[src/rtl/soccer_pkg.sv]
// ----------------------------------------------------------------------------
// soccer_pkg
//   Shared types and constants for the player motion engine.
//   motion_state_t : RUN / RECENTER / FREEZE motion FSM states
//   FIELD_*        : default inclusive field edges
//   *_START_DEF    : default kickoff (recenter) position
// ----------------------------------------------------------------------------
package soccer_pkg;

  typedef enum logic [1:0] {
    RUN      = 2'd0,
    RECENTER = 2'd1,
    FREEZE   = 2'd2
  } motion_state_t;

  localparam int FIELD_X_MIN = 0;
  localparam int FIELD_X_MAX = 639;
  localparam int FIELD_Y_MIN = 0;
  localparam int FIELD_Y_MAX = 479;
  localparam int X_START_DEF = 210;
  localparam int Y_START_DEF = 240;

endpackage

[src/rtl/motion_axis.sv]
// ----------------------------------------------------------------------------
// motion_axis
//   One axis of the sprite motion engine: key-pair target velocity, accel
//   ramp, speed cap, friction decay, and position clamp against the field.
//   i_clk/i_rst_n  : frame clock, synchronous active-low reset
//   i_recenter     : force position to START and velocity to 0
//   i_run          : velocity update and position integration enabled
//   i_fric_tick    : friction frame (applies only when the axis is undriven)
//   i_key_pos/neg  : direction keys (pos = right/down)
//   i_max_speed, i_accel, i_fric_step : unsigned motion controls
//   i_size         : sprite half-size for this edge (already animated)
//   o_pos, o_vel   : registered position, signed velocity
// ----------------------------------------------------------------------------
module motion_axis
  import soccer_pkg::*;
#(
  parameter int W     = 10,
  parameter int MIN   = 0,
  parameter int MAX   = 639,
  parameter int START = 210
) (
  input  logic         i_clk,
  input  logic         i_rst_n,
  input  logic         i_recenter,
  input  logic         i_run,
  input  logic         i_fric_tick,
  input  logic         i_key_pos,
  input  logic         i_key_neg,
  input  logic [W-1:0] i_max_speed,
  input  logic [W-1:0] i_accel,
  input  logic [W-1:0] i_fric_step,
  input  logic [W-1:0] i_size,
  output logic [W-1:0] o_pos,
  output logic [W-1:0] o_vel
);

  // Two guard bits keep pos+vel and edge-minus-size tests sign-correct.
  localparam int WE = W + 2;

  logic [W-1:0] r_pos, r_vel;
  logic signed [WE-1:0] w_vel, w_pos, w_max, w_acc, w_fric, w_size, w_tgt;
  logic signed [WE-1:0] w_vel_upd, w_step, w_nxt, w_lo, w_hi, w_pos_c, w_vel_c;
  logic w_drive;

  assign w_vel   = $signed({{2{r_vel[W-1]}}, r_vel});
  assign w_pos   = $signed({2'b00, r_pos});
  assign w_max   = $signed({2'b00, i_max_speed});
  assign w_acc   = $signed({2'b00, i_accel});
  assign w_fric  = $signed({2'b00, i_fric_step});
  assign w_size  = $signed({2'b00, i_size});
  assign w_lo    = $signed(WE'(MIN)) + w_size;
  assign w_hi    = $signed(WE'(MAX)) - w_size;
  // Exactly one key of the pair drives the axis; both or neither coast.
  assign w_drive = i_key_pos ^ i_key_neg;
  assign w_tgt   = i_key_pos ? w_max : -w_max;

  always_comb begin
    w_vel_upd = w_vel;
    if (w_drive) begin
      if ((w_vel > w_max) || (w_vel < -w_max))
        w_vel_upd = w_vel[WE-1] ? -w_max : w_max;   // cap was lowered
      else if (w_tgt - w_vel > w_acc)
        w_vel_upd = w_vel + w_acc;
      else if (w_vel - w_tgt > w_acc)
        w_vel_upd = w_vel - w_acc;
      else
        w_vel_upd = w_tgt;                          // land without overshoot
    end else if (i_fric_tick) begin
      if (w_vel > w_fric)
        w_vel_upd = w_vel - w_fric;
      else if (w_vel < -w_fric)
        w_vel_upd = w_vel + w_fric;
      else
        w_vel_upd = '0;
    end
  end

  // Position uses the velocity held before this edge; the clamp uses the
  // new size so a growing sprite is pushed back inside the field.
  always_comb begin
    w_step = w_vel;
    if (!i_run) w_step = '0;
    w_nxt   = w_pos + w_step;
    w_pos_c = w_nxt;
    w_vel_c = i_run ? w_vel_upd : w_vel;
    if (w_nxt < w_lo) begin
      w_pos_c = w_lo;
      w_vel_c = '0;
    end else if (w_nxt > w_hi) begin
      w_pos_c = w_hi;
      w_vel_c = '0;
    end
  end

  always_ff @(posedge i_clk) begin
    if (!i_rst_n || i_recenter) begin
      r_pos <= W'(START);
      r_vel <= '0;
    end else begin
      r_pos <= w_pos_c[W-1:0];
      r_vel <= w_vel_c[W-1:0];
    end
  end

  assign o_pos = r_pos;
  assign o_vel = r_vel;

endmodule

[src/rtl/player_motion_ctrl.sv]
// ----------------------------------------------------------------------------
// player_motion_ctrl
//   Per-player sprite motion engine stepped once per frame_clk (vsync).
//   Holds the RUN/RECENTER/FREEZE FSM, friction divider, kickoff hold counter
//   and size animation; per-axis dynamics live in two motion_axis instances.
//   frame_clk, Reset (sync, active low), center_req (level)
//   keycode[31:0]  : key bitmap, only the KEY_* bits are read
//   max_speed, accel, fric_step, target_size : unsigned controls
//   pos_x/pos_y, vel_x/vel_y (signed), size, frozen : registered outputs
// ----------------------------------------------------------------------------
module player_motion_ctrl
  import soccer_pkg::*;
#(
  parameter int W           = 10,
  parameter int X_START     = X_START_DEF,
  parameter int Y_START     = Y_START_DEF,
  parameter int X_MIN       = FIELD_X_MIN,
  parameter int X_MAX       = FIELD_X_MAX,
  parameter int Y_MIN       = FIELD_Y_MIN,
  parameter int Y_MAX       = FIELD_Y_MAX,
  parameter int KEY_UP      = 9,
  parameter int KEY_LEFT    = 8,
  parameter int KEY_DOWN    = 7,
  parameter int KEY_RIGHT   = 6,
  parameter int FRIC_DIV    = 4,
  parameter int HOLD_FRAMES = 60
) (
  input  logic         frame_clk,
  input  logic         Reset,
  input  logic         center_req,
  input  logic [31:0]  keycode,
  input  logic [W-1:0] max_speed,
  input  logic [W-1:0] accel,
  input  logic [W-1:0] fric_step,
  input  logic [W-1:0] target_size,
  output logic [W-1:0] pos_x,
  output logic [W-1:0] pos_y,
  output logic [W-1:0] vel_x,
  output logic [W-1:0] vel_y,
  output logic [W-1:0] size,
  output logic         frozen
);

  localparam int FCW = (FRIC_DIV > 1) ? $clog2(FRIC_DIV) : 1;
  localparam int HCW = (HOLD_FRAMES > 1) ? $clog2(HOLD_FRAMES) : 1;
  localparam logic [FCW-1:0] FRIC_LAST = FCW'(FRIC_DIV - 1);
  localparam logic [HCW-1:0] HOLD_LAST = HCW'((HOLD_FRAMES > 0) ? HOLD_FRAMES - 1 : 0);

  motion_state_t  r_state;
  logic [FCW-1:0] r_fric_cnt;
  logic [HCW-1:0] r_hold_cnt;
  logic [W-1:0]   r_size;
  logic           r_frozen;

  logic [W-1:0] w_size_nxt;
  logic         w_run, w_fric_tick, w_unused_keys;

  assign w_unused_keys = ^keycode;

  // center_req outranks the current state, so RUN only counts without it.
  assign w_run       = (r_state == RUN) && !center_req;
  assign w_fric_tick = w_run && (r_fric_cnt == FRIC_LAST);

  always_comb begin
    w_size_nxt = r_size;
    if (r_size < target_size)      w_size_nxt = r_size + W'(1);
    else if (r_size > target_size) w_size_nxt = r_size - W'(1);
  end

  always_ff @(posedge frame_clk) begin
    if (!Reset) begin
      r_state    <= RUN;
      r_fric_cnt <= '0;
      r_hold_cnt <= '0;
      r_size     <= target_size;
      r_frozen   <= 1'b0;
    end else begin
      r_size <= w_size_nxt;
      if (center_req) begin
        r_state    <= RECENTER;
        r_fric_cnt <= '0;
        r_hold_cnt <= '0;
        r_frozen   <= 1'b1;
      end else begin
        case (r_state)
          RUN: begin
            r_fric_cnt <= w_fric_tick ? '0 : r_fric_cnt + FCW'(1);
            r_frozen   <= 1'b0;
          end
          RECENTER: begin
            r_fric_cnt <= '0;
            r_hold_cnt <= '0;
            if (HOLD_FRAMES == 0) begin
              r_state  <= RUN;
              r_frozen <= 1'b0;
            end else begin
              r_state  <= FREEZE;
              r_frozen <= 1'b1;
            end
          end
          FREEZE: begin
            r_fric_cnt <= '0;
            // Entered with count 0, so the freeze spans HOLD_FRAMES frames.
            if (r_hold_cnt == HOLD_LAST) begin
              r_state    <= RUN;
              r_hold_cnt <= '0;
              r_frozen   <= 1'b0;
            end else begin
              r_hold_cnt <= r_hold_cnt + HCW'(1);
              r_frozen   <= 1'b1;
            end
          end
          default: begin
            r_state  <= RUN;
            r_frozen <= 1'b0;
          end
        endcase
      end
    end
  end

  motion_axis #(.W(W), .MIN(X_MIN), .MAX(X_MAX), .START(X_START)) u_axis_x (
    .i_clk       (frame_clk),
    .i_rst_n     (Reset),
    .i_recenter  (center_req),
    .i_run       (w_run),
    .i_fric_tick (w_fric_tick),
    .i_key_pos   (keycode[KEY_RIGHT]),
    .i_key_neg   (keycode[KEY_LEFT]),
    .i_max_speed (max_speed),
    .i_accel     (accel),
    .i_fric_step (fric_step),
    .i_size      (w_size_nxt),
    .o_pos       (pos_x),
    .o_vel       (vel_x)
  );

  motion_axis #(.W(W), .MIN(Y_MIN), .MAX(Y_MAX), .START(Y_START)) u_axis_y (
    .i_clk       (frame_clk),
    .i_rst_n     (Reset),
    .i_recenter  (center_req),
    .i_run       (w_run),
    .i_fric_tick (w_fric_tick),
    .i_key_pos   (keycode[KEY_DOWN]),
    .i_key_neg   (keycode[KEY_UP]),
    .i_max_speed (max_speed),
    .i_accel     (accel),
    .i_fric_step (fric_step),
    .i_size      (w_size_nxt),
    .o_pos       (pos_y),
    .o_vel       (vel_y)
  );

  assign size   = r_size;
  assign frozen = r_frozen;

endmodule

[config.mk]
export PLATFORM = sky130hd
export DESIGN_NAME = player_motion_ctrl
export DESIGN_NICKNAME = d
export VERILOG_FILES = /design/src/rtl/soccer_pkg.sv /design/src/rtl/motion_axis.sv /design/src/rtl/player_motion_ctrl.sv
export SDC_FILE = /design/constraint.sdc
export NUM_CORES = 1
export LEC_CHECK = 0
export BUFFER_PORTS_ARGS = -buffer_cell sky130_fd_sc_hd__buf_4
export CAP_MARGIN = 25
export CORE_MARGIN = 2
export CORE_UTILIZATION = 57
export DETAILED_ROUTE_END_ITERATION = 10
export HOLD_SLACK_MARGIN = 0.02
export PLACE_DENSITY = 0.83
export SLEW_MARGIN = 20
export SYNTH_ARGS = -nofsm -noshare
export SYNTH_HDL_FRONTEND = slang
export SYNTH_SLANG_ARGS = --single-unit
[constraint.sdc]
create_clock -name frame_clk -period 5 [get_ports frame_clk]
set_input_delay 0.5 -clock frame_clk [delete_from_list [all_inputs] [get_ports frame_clk]]
set_output_delay 0.5 -clock frame_clk [all_outputs]
set_load 0.02 [all_outputs]
**Yosys cells after proc, flatten, opt, wreduce, memory -nomap -nowiden**

Cells that the tools add are included.
Widths: inputs -> output; s select.

- Register bits after elaboration: 61
- Bits of input ports: 75

- Add/sub/neg operators: 22
- Magnitude comparators: 18
- Eq/ne operators: 7
- Muxes and demuxes: 37
- Bitwise operators: 4
- Reductions and logical operators: 20

Operators by type and width:

| operator | count |
|---|---|
| $mux 10 | 23 |
| $gt 12x11->1 | 6 |
| $lt 10x12->1 | 4 |
| $mux 12 | 4 |
| $gt 10x11->1 | 4 |
| $add 10x10->10 | 4 |
| $sub 10x10->10 | 4 |
| $add 11x12->12 | 2 |
| $lt 12x11->1 | 2 |
| $neg 10->12 | 2 |
| $sub 10x12->12 | 2 |
| $sub 12x10->12 | 2 |
| $pmux 6 s2 | 1 |
| $sub 10x10->11 const A | 1 |
| $sub 9x10->11 const A | 1 |
| $add 10x1->10 const B | 1 |
| $gt 10x10->1 | 1 |
| $lt 10x10->1 | 1 |
| $sub 10x1->10 const B | 1 |
| $reduce_and 2->1 | 4 |
| $reduce_bool 2->1 | 4 |
| $add 6x1->6 const B | 1 |
| $eq 6x6->1 const B | 1 |
| $mux 6 | 1 |
| 18 further kinds | 31 |

**Logic depth before layout (Yosys ltp)**

- Depth after elaboration: 8
- Gate-level depth with buffers: 29

**Cells and area by module**

Synthesis repeated with hierarchy kept, for this count alone.

- Cell total of the unflattened synthesis: 1985
- Area total of the unflattened synthesis: 15003.1 um^2

Modules (own cells, without submodules):

| module | times used | cells each | area an instance (um^2) |
|---|---|---|---|
| motion_axis at u_axis_y | 1 | 923 | 6796.5 |
| motion_axis at u_axis_x | 1 | 896 | 6752.7 |
| player_motion_ctrl | 1 | 166 | 1453.9 |

**Worst setup path after synthesis**

Ideal clock, no wire load.

- Kind: input port to flip-flop
- Start point: input max_speed[1]
- End point: register u_axis_x.r_vel[3] (netlist: u_axis_x.o_vel[3])
- Setup time: 117 ps
- Arrival time: 5261 ps
- Required time: 4883 ps
- Slack: -379 ps
- Stages on the path: 28
- Buffers on the path: 4
- Cell sequence: buf_6 inv_1 ha_1 nor3b_2 nor2_1 xnor2_1 inv_1 ha_1 clkbuf_1 nand2_1 o221ai_1 a21oi_1 o22ai_1 a21o_1 a21oi_1 xnor2_1 ha_1 nand2_1 nor3_1 or2_2 nand3b_1 mux2_1 and3b_1 buf_2 buf_6 a221oi_1 o221ai_1 o2111a_1

- Cells in the longest elaborated chain, start to end: 8
- Elaborated cells on any way between the ends: 14
- Classes of those cells: 3 x add/sub; 4 x order compare; 6 x mux; 1 x reduce/logical

Ends and longest elaborated chain:

| what | RTL line | source |
|---|---|---|
| from (decl) | player_motion_ctrl.sv:32 | `input logic [W-1:0] max_speed,` |
| $neg 10->12 | motion_axis.sv:55, motion_axis.sv:60 |  |
| $mux 12 | motion_axis.sv:55 | `assign w_tgt = i_key_pos ? w_max : -w_max;` |
| $sub 10x12->12 | motion_axis.sv:64 | `else if (w_vel - w_tgt > w_acc)` |
| $gt 12x11->1 | motion_axis.sv:64 |  |
| $mux 10 | motion_axis.sv:64 |  |
| $mux 10 | motion_axis.sv:62 | `else if (w_tgt - w_vel > w_acc)` |
| $mux 10 * | motion_axis.sv:60 | `if ((w_vel > w_max) \|\| (w_vel < -w_max))` |
| $mux 10 * | motion_axis.sv:59 | `if (w_drive) begin` |
| to (signal assigned) | motion_axis.sv:101 | `r_vel <= w_vel_c[W-1:0];` |
| to (decl) | motion_axis.sv:40 | `logic [W-1:0] r_pos, r_vel;` |

Mark *: on every way between the ends. The rest lies on a longest branch, timed or not.
A chain may end at the register's enable or synchronous reset.

**Final worst setup path**

- Start point: register r_state[0]
- End point: register u_axis_y.r_pos[7] (netlist: u_axis_y.o_pos[7])

- Cells in the longest elaborated chain, start to end: 7
- Elaborated cells on any way between the ends: 8
- Classes of those cells: 1 x add/sub; 2 x order compare; 3 x mux; 2 x reduce/logical

Ends and longest elaborated chain:

| what | RTL line | source |
|---|---|---|
| from (decl) | player_motion_ctrl.sv:49 | `motion_state_t r_state;` |
| from (signal assigned) | player_motion_ctrl.sv:72 | `r_state <= RUN;` |
| from (signal assigned) | player_motion_ctrl.sv:80 | `r_state <= RECENTER;` |
| from (signal assigned) | player_motion_ctrl.sv:94 | `r_state <= RUN;` |
| $logic_not 2->1 * | player_motion_ctrl.sv:61 | `assign w_run = (r_state == RUN) && !center_req;` |
| $logic_and 1x1->1 * | player_motion_ctrl.sv:61 |  |
| $mux 12 * | motion_axis.sv:82 | `if (!i_run) w_step = '0;` |
| $add 11x12->12 * | motion_axis.sv:83 | `w_nxt = w_pos + w_step;` |
| $gt 12x11->1 | motion_axis.sv:89 | `end else if (w_nxt > w_hi) begin` |
| $mux 10 | motion_axis.sv:89 |  |
| $mux 10 * | motion_axis.sv:86 | `if (w_nxt < w_lo) begin` |
| to (signal assigned) | motion_axis.sv:97 | `r_pos <= W'(START);` |
| to (signal assigned) | motion_axis.sv:100 | `r_pos <= w_pos_c[W-1:0];` |
| to (decl) | motion_axis.sv:40 |  |

Marks and branches as above.

==> results.yml <==
die:
  start_util_pct: 58.2
  die_w_um: 164
  coreArea_um2: 25200
  dieArea_um2: 27000
  num_rows: 58
  die-height_um: 164
  io-pin-count: 126
routing:
  dr.pass1.iters: 6
  wl_um: 55700
  drt-wirelength-per-cell_um: 21.2
  viasPerCell: 6.45
  dr_total_vias: 16900
  drcViolationCount: 0
  drt_iter0_drc: 1805
  ant_nets: 0
setup_path:
  critPathMostFrequentCell: "a21oi_2"
  r2r-start: "r_state[0]"
  max_stage_delay_ns: 0.43
  r2r-end: "u_axis_y.o_pos[7]"
  cpMaxStageDelayCell: "or3b_4"
  cp.required_ns: 5.20
  worst-r2r-cell-count: 27
  cp.arrival_ns: 5.25
  crit_start: "r_state[0]"
  critPathLaunchType: "flop"
  crit_path_max_fanout: 7
  path_class: "reg -> reg"
  crit_path_end_kind: "flop"
  timing.reg2reg.setup_slack_ns: -0.05
clocking:
  worstSkewPairLatency_ns: 0.35
  ctsHtreeMaxLevel: 3
  root_buffer: "clkbuf_16"
  cts.sinks: 61
  clkTransAtPathRegs_ns: 0.07
  cts_tree: "done"
  cts_buffer_depth: 2
  cts_made_buffers: 9
logic_synthesis:
  ys_seq_elements: 61
  synth_edf_count: 0
  syn-cell-area_um2: 14700
  ys_warn_count: 0
  synth-async-reset-ratio_pct: 0
  synthFlopType: "dfxtp_1"
  synth_cell_types: 101
  syn_nets: 2356
  synth_top_area_share_pct: 24.8
  netlist_instances: 1977
  post-synth-top-area-cell: "ha_1"
  synth_seq_area_share_pct: 8.33
  syn_avg_cell_area_um2: 7.42
  synth_area_leaders: "ha_1 25%, dfxtp_1 8.3%, xnor2_1 6.0%"
power:
  pwr-share-seq_pct: 14.8
  power.density_nw_per_um2: 209
  power_frac_comb_pct: 67.6
  ir_drop_mv: 0.210
  p_total_uw: 3890
  switching_share_pct: 46.5
  p_int_uw: 2080
  p_leak_uw: 0.00879
  p_switching_uw: 1810
  clkPwrFrac_pct: 17.6
grt:
  antenna_found_initial: 2
  grt.overflow.total: 0
  track_usage_pct: 39.1
  grt_pass1_wl_um: 83100
  grt_pass1_vias: 16000
  grt_max_degree: 26
sta:
  slew_violations: 0
  finalHoldViolCount: 0
  post-route-min-period_ns: 5.05
  worst_slew_pin_slew_ns: 0.788
  setup_violations: 2
  max_slew_margin_pct: 47.3
  fin_worst_hold_slack_ns: 0.391
  finalClockSkew_ns: 0.0125
  fin_crit_sh_pct: 101
  setup_slack_ns: -0.0524
  fmax_mhz: 198
min_path:
  worstHoldEndpoint: "size[0]"
  holdPathStages: 2
  holdCritStartpoint: "target_size[0]"
  hp-class: "in -> reg"
run_status:
  status: "finished, violations left"
  violations: "negative setup slack"
finish:
  layout.nets: 2668
  drive_gt1_share_pct: 23.7
  utilization_pct: 73.8
  area_growth_pct: 26.7
place:
  gp_congestion: 1.01
  io_buffers: 97
  dp_hpwl_um: 43200
job:
  cap_viol_max_count: 0
==> critical path: cells and delay by family (launching register included) <==
kind            cells  cell delay, ns
simple gates        8            1.50
compound gates     10            1.43
fa+ha+maj           4            0.96
buf+inv             4            0.39
flops               1            0.33
mux                 1            0.29
==> synthesized netlist by cell type, types with 14 or more instances <==
library cell  number
nand2b_1          23
a21o_1            35
inv_1            176
o21a_1            43
o21bai_1          23
a21oi_1          147
and2_1            24
ha_1             290
a211oi_1          21
nand4_1           21
xor2_1            25
xnor2_1          101
fa_1              14
nand3_1           30
mux2i_1           16
nor4_1            14
nor2b_1           47
a31oi_1           17
nand2_1          134
clkbuf_1          57
dfxtp_1           61
o21ai_0          126
o211ai_1          18
nor3_1            55
or3_1             21
nor2_1           154
==> routing by layer <==
metal	vias up	GRT usage [%]	share of wire [%]	wire length (um)
met2	989	62.6	44	24500
met3	248	6.35	10	5790
li1	7799	-	-	-
met5	-	0	0.023	13
met4	2	20.6	5.8	3230
met1	7894	50.6	40	22200
==> timing repair <==
item / CTS / global route
cloned: 0 / 2
setup endpoints to repair: 21 / 35
hold buffers: 0 / 0
buffers inserted: 1 / 26
pin swaps: 5 / 57
gates resized for setup: 11 / 120
==> cell usage in the layout, fill, tap and decap left out, types with 12 or more instances in the layout <==
cell type  count
buf_4        362
a21oi_1      134
or3_1         19
xnor2_1       98
nand4_1       21
o21ai_1       13
and3_1        13
ha_1         277
or2_2         13
nor2_1       151
dfxtp_1       58
mux2i_1       12
a31oi_1       15
o211ai_1      18
nand2_1      131
o21ai_0      116
and2_1        23
a21o_1        35
o21a_1        43
nand2b_1      22
nor2b_1       44
nand3_1       30
nand3b_1      13
o21bai_1      21
a211oi_1      14
fa_1          13
nor3_1        49
inv_1        169
xor2_1        23
==> per-stage QoR <==
stage / setup WS, ns / setup TNS (ns) / std cells / instance area (um^2)
2_1_floorplan: -0.0106 / -0.0106 / 1977 / 14700
3_3_place_gp: -0.224 / -2.54 / 2579 / 17500
3_5_place_dp: -0.331 / -5.38 / 2579 / 17500
4_1_cts: 0.00656 / 0 / 2596 / 17800
5_1_grt: -0.225 / -3.73 / 2624 / 18600
6_report: -0.0524 / -0.0712 / 2625 / 18600
==> kinds of logic (layout without fill, tap and decap cells) <==
kind of cell / after synthesis / count (layout) / share of synthesized area (%)
adders and majority gates: 306 / 306 / 26.8
DFF: 61 / 61 / 8.33
muxes: 22 / 22 / 1.63
buffers and inverters: 253 / 569 / 6.80
xor gates and xnor gates: 128 / 128 / 7.75
other: 0 / 1 / 0
AOI/OAI and AO/OA: 599 / 599 / 27.4
and+or+nand+nor: 608 / 609 / 21.2
==> area by class of cell <==
class                   instances  area [um^2]
inverters                     178          671
fillers                      1876         6600
multi-input cells            1664        13100
well taps                     330          413
clock inverters                 7         82.6
clock buffers                   9          225
flip-flops and latches         61         1230
diodes                          1         2.50
repair buffers                375         2910
==> state kept, by name, summed over array words and instances, names as in the netlist <==
signal / flops
r_state: 2
u_axis_x.o_vel: 10
frozen: 1
r_fric_cnt: 2
size: 10
u_axis_y.o_vel: 10
u_axis_y.o_pos: 10
u_axis_x.o_pos: 10
r_hold_cnt: 6
==> power groups by stage <==
stage | Combinational, uW | Clock [uW] | Sequential, uW
CTS | 2380 | 682 | 570
global route | 2830 | 698 | 578
detailed placement | 2350 | 0 | 580
floorplan | 1420 | 0 | 633
finish | 2630 | 685 | 577
global placement | 2270 | 0 | 579
==> worst max-delay path by stage <==
stage / to / slack [ns] / depth (start not counted)
global route: u_axis_y.o_pos[7] / -0.22 / 27
global placement: u_axis_x.o_vel[8] / -0.22 / 26
detailed placement: u_axis_x.o_vel[8] / -0.33 / 26
CTS: u_axis_y.o_pos[7] / 0.007 / 27
finish: u_axis_y.o_pos[7] / -0.05 / 27
floorplan: u_axis_x.o_vel[3] / -0.01 / 28
Power figures use the tool's default switching activity.
